==> src/rtl/serial_adder.sv <==
// -----------------------------------------------------------------------------
// serial_adder: bit-serial WIDTH-bit adder built on a single 1-bit full_adder.
//
// Operands are latched on an accepted start and shifted LSB-first through the
// full_adder, one bit per clock. The cell's carry-out is registered and fed
// back as the next cycle's carry-in. Sum bits collect in a shift register and
// are copied to S/Cout only at the final bit, so S never shows a partial sum.
//
// Ports:
//   clk   in   rising-edge clock
//   rst   in   asynchronous active-high reset
//   start in   begin an addition (sampled only while idle)
//   A, B  in   WIDTH-bit operands, latched on the accepted start
//   Cin   in   initial carry-in, latched on the accepted start
//   busy  out  high while bits are being processed (WIDTH cycles)
//   done  out  one-cycle pulse; S/Cout valid from this cycle on
//   S     out  registered WIDTH-bit sum
//   Cout  out  registered final carry-out
//
// full_adder is the 1-bit cell from the combinational lab set, reproduced
// here so the block elaborates on its own.
// -----------------------------------------------------------------------------

module full_adder (
    input  logic A,
    input  logic B,
    input  logic Cin,
    output logic S,
    output logic Cout
);
    assign S    = A ^ B ^ Cin;
    assign Cout = (A & B) | (Cin & (A ^ B));
endmodule

module serial_adder #(
    parameter int WIDTH = 8
) (
    input  logic             clk,
    input  logic             rst,
    input  logic             start,
    input  logic [WIDTH-1:0] A,
    input  logic [WIDTH-1:0] B,
    input  logic             Cin,
    output logic             busy,
    output logic             done,
    output logic [WIDTH-1:0] S,
    output logic             Cout
);

    localparam int CNT_W = (WIDTH > 2) ? $clog2(WIDTH) : 1;

    typedef enum logic [1:0] {
        IDLE = 2'd0,
        ADD  = 2'd1,
        DONE = 2'd2
    } state_t;

    state_t           state;
    state_t           state_next;
    logic [CNT_W-1:0] cnt;
    logic [WIDTH-1:0] sa;
    logic [WIDTH-1:0] sb;
    logic             carry;
    // Only the upper WIDTH-1 sum bits need storage: the oldest bit of the
    // collected sum is shifted out on every step and never observed.
    logic [WIDTH-2:0] res_hi;
    logic [WIDTH-1:0] res_next;
    logic             fa_s;
    logic             fa_cout;
    logic             last_bit;

    full_adder u_fa (
        .A    (sa[0]),
        .B    (sb[0]),
        .Cin  (carry),
        .S    (fa_s),
        .Cout (fa_cout)
    );

    // Sum register after this step: new bit enters at the MSB.
    assign res_next = {fa_s, res_hi};
    assign last_bit = (cnt == CNT_W'(WIDTH - 1));

    assign busy = (state == ADD);
    assign done = (state == DONE);

    // NOTE: sequential state uses non-blocking assignments so every register
    // samples pre-edge values regardless of statement order.
    always_ff @(posedge clk or posedge rst) begin
        if (rst) begin
            state <= IDLE;
        end else begin
            state <= state_next;
        end
    end

    // NOTE: state_next gets a default before the case so no path leaves it
    // unassigned, which would otherwise infer a latch.
    always_comb begin
        state_next = state;
        case (state)
            IDLE:    if (start) state_next = ADD;
            ADD:     if (last_bit) state_next = DONE;
            DONE:    state_next = IDLE;
            default: state_next = IDLE;
        endcase
    end

    always_ff @(posedge clk or posedge rst) begin
        if (rst) begin
            cnt    <= '0;
            sa     <= '0;
            sb     <= '0;
            carry  <= 1'b0;
            res_hi <= '0;
            S      <= '0;
            Cout   <= 1'b0;
        end else begin
            case (state)
                IDLE: begin
                    if (start) begin
                        sa    <= A;
                        sb    <= B;
                        carry <= Cin;
                        cnt   <= '0;
                    end
                end
                ADD: begin
                    sa     <= {1'b0, sa[WIDTH-1:1]};
                    sb     <= {1'b0, sb[WIDTH-1:1]};
                    carry  <= fa_cout;
                    res_hi <= res_next[WIDTH-1:1];
                    cnt    <= cnt + 1'b1;
                    // Outputs update only with the complete result.
                    if (last_bit) begin
                        S    <= res_next;
                        Cout <= fa_cout;
                    end
                end
                default: ;
            endcase
        end
    end

endmodule

==> config.mk <==
export PLATFORM = sky130hd
export DESIGN_NAME = serial_adder
export DESIGN_NICKNAME = d
export VERILOG_FILES = /design/src/rtl/serial_adder.sv
export SDC_FILE = /design/constraint.sdc
export NUM_CORES = 1
export LEC_CHECK = 0
export ABC_AREA = 1
export ABC_CLOCK_PERIOD_IN_PS = 1400
export BUFFER_PORTS_ARGS = -buffer_cell sky130_fd_sc_hd__clkbuf_2
export CELL_PAD_IN_SITES_DETAIL_PLACEMENT = 1
export CELL_PAD_IN_SITES_GLOBAL_PLACEMENT = 1
export CORE_UTILIZATION = 37
export DETAILED_ROUTE_END_ITERATION = 10
export GPL_TIMING_DRIVEN = 0
export PLACE_DENSITY = 0.72
export SYNTH_ARGS = -nofsm -noshare
export SYNTH_HDL_FRONTEND = slang
export SYNTH_SLANG_ARGS = --single-unit
==> constraint.sdc <==
create_clock -name clk -period 1.4 [get_ports clk]
set_clock_uncertainty 0.1 [all_clocks]
set_input_delay 0.42 -clock clk [delete_from_list [all_inputs] [get_ports clk]]
set_output_delay 0.42 -clock clk [all_outputs]
set_load 0.03 [all_outputs]
**After elaboration in Yosys (flattened, before gate mapping)**

Cells that the tools add are included.

- Add/sub/neg operators: 1
- $mul: 0
- Divide/modulo/power cells: 0
- Order comparisons: 0
- Eq/ne operators: 5
- Shift-type cells: 0
- Multiplexer cells: 11
- Bitwise gates (word level): 5
- Reductions and logical operators: 5

Operator list:

| operator | number |
|---|---|
| $pmux W8 S2 | 2 |
| $mux W8 | 2 |
| $pmux W3 S2 | 1 |
| $reduce_and A2 Y1 | 3 |
| $mux W2 | 2 |
| $pmux W2 S2 | 1 |
| $add A3 B1 Y3 const B | 1 |
| $eq A3 B3 Y1 const B | 1 |
| $mux W3 | 1 |
| $and A1 B1 Y1 | 2 |
| $eq A2 B1 Y1 const B | 1 |
| $eq A2 B2 Y1 const B | 1 |
| $logic_not A2 Y1 | 1 |
| $ne A2 B1 Y1 const B | 1 |
| $ne A2 B2 Y1 const B | 1 |
| $pmux W1 S2 | 1 |
| $reduce_bool A2 Y1 | 1 |
| $xor A1 B1 Y1 | 2 |
| $mux W1 | 1 |
| $or A1 B1 Y1 | 1 |

- Flip-flop bits (word level): 38
- Bits in latches: 0
- RAM bits: 0
- Memory bits (read-only): 0
- Input port bits: 20
- Logic and storage cells: 35
- Memories: 0

**Logic depth before layout (Yosys ltp)**

- Depth after elaboration: 4
- Mapped depth: 7
- Depth with buffers taken out: 6

**By module**

A second synthesis with hierarchy kept.

- Cell total of the unflattened synthesis: 223
- Area, all modules: 1853.0 um^2

Modules (own cells, without submodules):

| module | times used | cells an instance | area each (um^2) |
|---|---|---|---|
| serial_adder | 1 | 222 | 1833.0 |
| full_adder | 1 | 1 | 20.0 |

**Worst setup path after synthesis**

OpenSTA, ideal clock, no wires.

- Path type: register to output
- From: register state[1]
- To: output port done
- Arrival: 1143 ps
- Required time: 880 ps
- Setup slack: -263 ps
- Stages on the path, launching flop included: 5
- Cells stage by stage: dfrtp_1 -> inv_1 -> buf_6 -> buf_2 -> nor2_1

- Cells in the longest elaborated chain, start to end: 1

RTL lines:

| item | line | source |
|---|---|---|
| start: declaration | 58 | `state_t state;` |
| start signal: assignment | 93 | `state <= state_next;` |
| $eq A2 B2 Y1 | 85 | `assign done = (state == DONE);` |
| end: declaration | 45 | `output logic done,` |

No other way between the ends.

**Final worst setup path**

- From: register state[0]
- To: output port done

Same word-level chain as after synthesis.

==> reports/results.txt <==
Reg2Reg Depth = 8
Synth-to-Final Area Change = 30.1%
dpl hpwl = 2790 µm
Main synth FF type = dfrtp_1
Core Util, Final = 50.4%
Reg2Reg Setup Slack = -0.17 ns
gpl congestion = 0.705
Post-Syn Area = 1850 µm²
crit start category = flip-flop
clk sink count = 38
Worst Hold Class = in -> async
Num CTS Buffers = 5
Final Net Count = 293
Crit path required time = 0.88 ns
# Max-Cap Violations = 0
# rows = 25
Ports = 31
largest net degree at the start of global routing = 39
Detailed Routing Iterations Pass 1 = 4
die area = 5300 µm²
post-synth net total = 246
Synth warnings = 0
pwr dens = 2380 nW/µm²
share of cells above drive strength 1 = 28.8%
status = finished, violations left
htree depth = 2
Die X = 72.8 µm
final hold vios = 0
latest clock arrival within the worst-skew pair = 0.30 ns
post-synth top area cell = dfrtp_1
Initial Utilization = 38.7%
failing checks = setup timing
CP max FO = 3
clock tree from TritonCTS = done
top cells by count, synth = 72 x nand2_1, 42 x inv_1, 38 x dfrtp_1, 31 x nand3_1, 10 x o21ai_0
post-route clock period utilization = 120%
Critical Path End Type = output pin
synth unique cells = 18
r2r endpoint = sb[2]
wire length per cell = 12.8 µm
Peak VDD IR = 0.940 mV
WS Path Type = reg -> out
Synth Register Bits = 38
RSZ-0062 raised after global routing = true
drt total wl = 4340 µm
worst path cell trace = buf_6 > clkbuf_16 > nor2_4 > buf_8
Die Y-Extent = 72.8 µm
first-pass GRT wire length = 7260 µm
Slew headroom = 45.9%
post-synthesis sequential area ratio = 51.3%
leakage = 1.34 nW
worst setup margin = -0.279 ns
sequential cell area = 951 µm²
worst slew pin tran = 0.810 ns
Avg Inst Size Synth = 8.31 µm²
ys async rst share = 100%
CP arrival = 1.16 ns
area share of the leading cell type in the synthesized netlist = 51.3%
Layout fillers = 603
slowest stage cell, crit path = dfrtp_1
Synth area leaders = dfrtp_1 51%, nand2_1 15%, inv_1 8.5%
Post-synth EDFFs = 0
# setup viols final = 15
ant diodes = 0
CTS Root Cell = clkbuf_8
pre-CTS setup slack = -0.162 ns
port buffer count = 30
Reg clk slew, reported paths = 0.08 ns
DRT iter0 DRCs = 43
top-count cell post-synth = nand2_1
Core Region = 4790 µm²
crit path time final = 1.68 ns
Max Transition Viols Final = 0
gr usage total = 18.5%
antenna viol nets, final = 0
grt ovf = 0
# DRC = 0
DR vias = 1,508
initial antenna violation count = 0
Multi-input gate area = 671 µm²
vias per cell = 4.46
CP Buf/Inv Count = 3
worst-case clock buffer depth = 2
vias in the first global route = 1,527
RR Startpoint = state[1]
slowest stage delay, CP = 0.38 ns
Top delay family on crit path = buffers and inverters
Mapped Cells = 223
fmax = 0.596 GHz
-- cells in the final DEF, fill, tap and decap left out --
cell,instances
inv_2,2
a21oi_2,1
o21ai_1,1
buf_4,14
clkbuf_8,5
inv_1,40
buf_8,2
nor2_1,1
nand2_1,71
buf_2,1
nand2_4,1
clkinv_2,2
nand3_1,31
inv_4,1
bufinv_16,1
buf_6,10
dfrtp_1,38
ha_2,1
ha_1,1
o21ai_4,1
fa_1,1
o21ai_2,8
buf_12,3
clkbuf_2,19
o21ai_0,9
nand2_2,3
clkbuf_16,1
nor2_4,2
-- worst max path at each step --
stage	startpoint	endpoint	cells past startpoint
2_1_floorplan	state[1]	done	4
3_3_place_gp	rst	sb[2]	2
3_5_place_dp	state[1]	done	5
4_1_cts	state[0]	done	4
5_1_grt	state[0]	done	4
6_report	state[0]	done	4
-- per-layer routing --
layer  up-vias  routed length (µm)  GRT usage [%]
met3         6                  87           3.73
met1       719                2050           24.4
met5         -                   0              0
met2        17                2140           29.9
met4         0                  59           7.19
li1        766                   -              -
-- layout make-up --
cell class / count / share of cell area [%]
Clock buffer: 5 / 2.85
Inverter: 43 / 6.80
Multi-Input combinational cell: 132 / 27.8
Sequential cell: 38 / 39.4
Buffer: 9 / 5.35
Tap cell: 67 / 3.48
Clock inverter: 3 / 1.66
Timing Repair Buffer: 41 / 12.6
-- state kept, by name, indices dropped and copies added (netlist names) --
name	count
state	2
Cout	1
sb	8
sa	8
carry	1
res_hi	7
cnt	3
S	8
-- power breakdown --
part / internal, W / leakage, nW / switching, W
registers: 0.00162 / 0.470 / 0.000291
logic: 0.00125 / 0.814 / 0.00164
clock network: 0.000525 / 0.0579 / 0.000410
-- repair_timing --
action	in CTS	in global routing
gates resized for setup	14	37
setup buffers	7	5
hold buffers	0	0
endpoints found under the setup margin	12	47
pin swaps	2	1
hold endpoints to repair	0	0
cloned	0	0
-- kinds of logic (layout without fill, tap and decap cells) --
family / Yosys count / after routing / synth area share [%]
simple gates: 109 / 109 / 25.3
flops: 38 / 38 / 51.3
compound gates: 20 / 20 / 7.83
fa+ha+maj: 3 / 3 / 2.43
buf+inv: 53 / 101 / 13.2
-- per-stage QoR --
step	cell area, µm²	power (W)	cells	hold WS [ns]	TNS (ns)
final	2410	0.00574	338	0.161	-2.19
after global routing	2410	0.00621	338	0.233	-4.07
after CTS	2330	0.00553	334	0.192	-2.24
after detailed placement	2100	0.00432	320	0.367	-0.535
after global placement	2100	0.00425	320	0.358	-21.21
after floorplan	1870	0.00370	223	0.342	-0.00862
No activity file was read; power rests on OpenSTA's default activity.
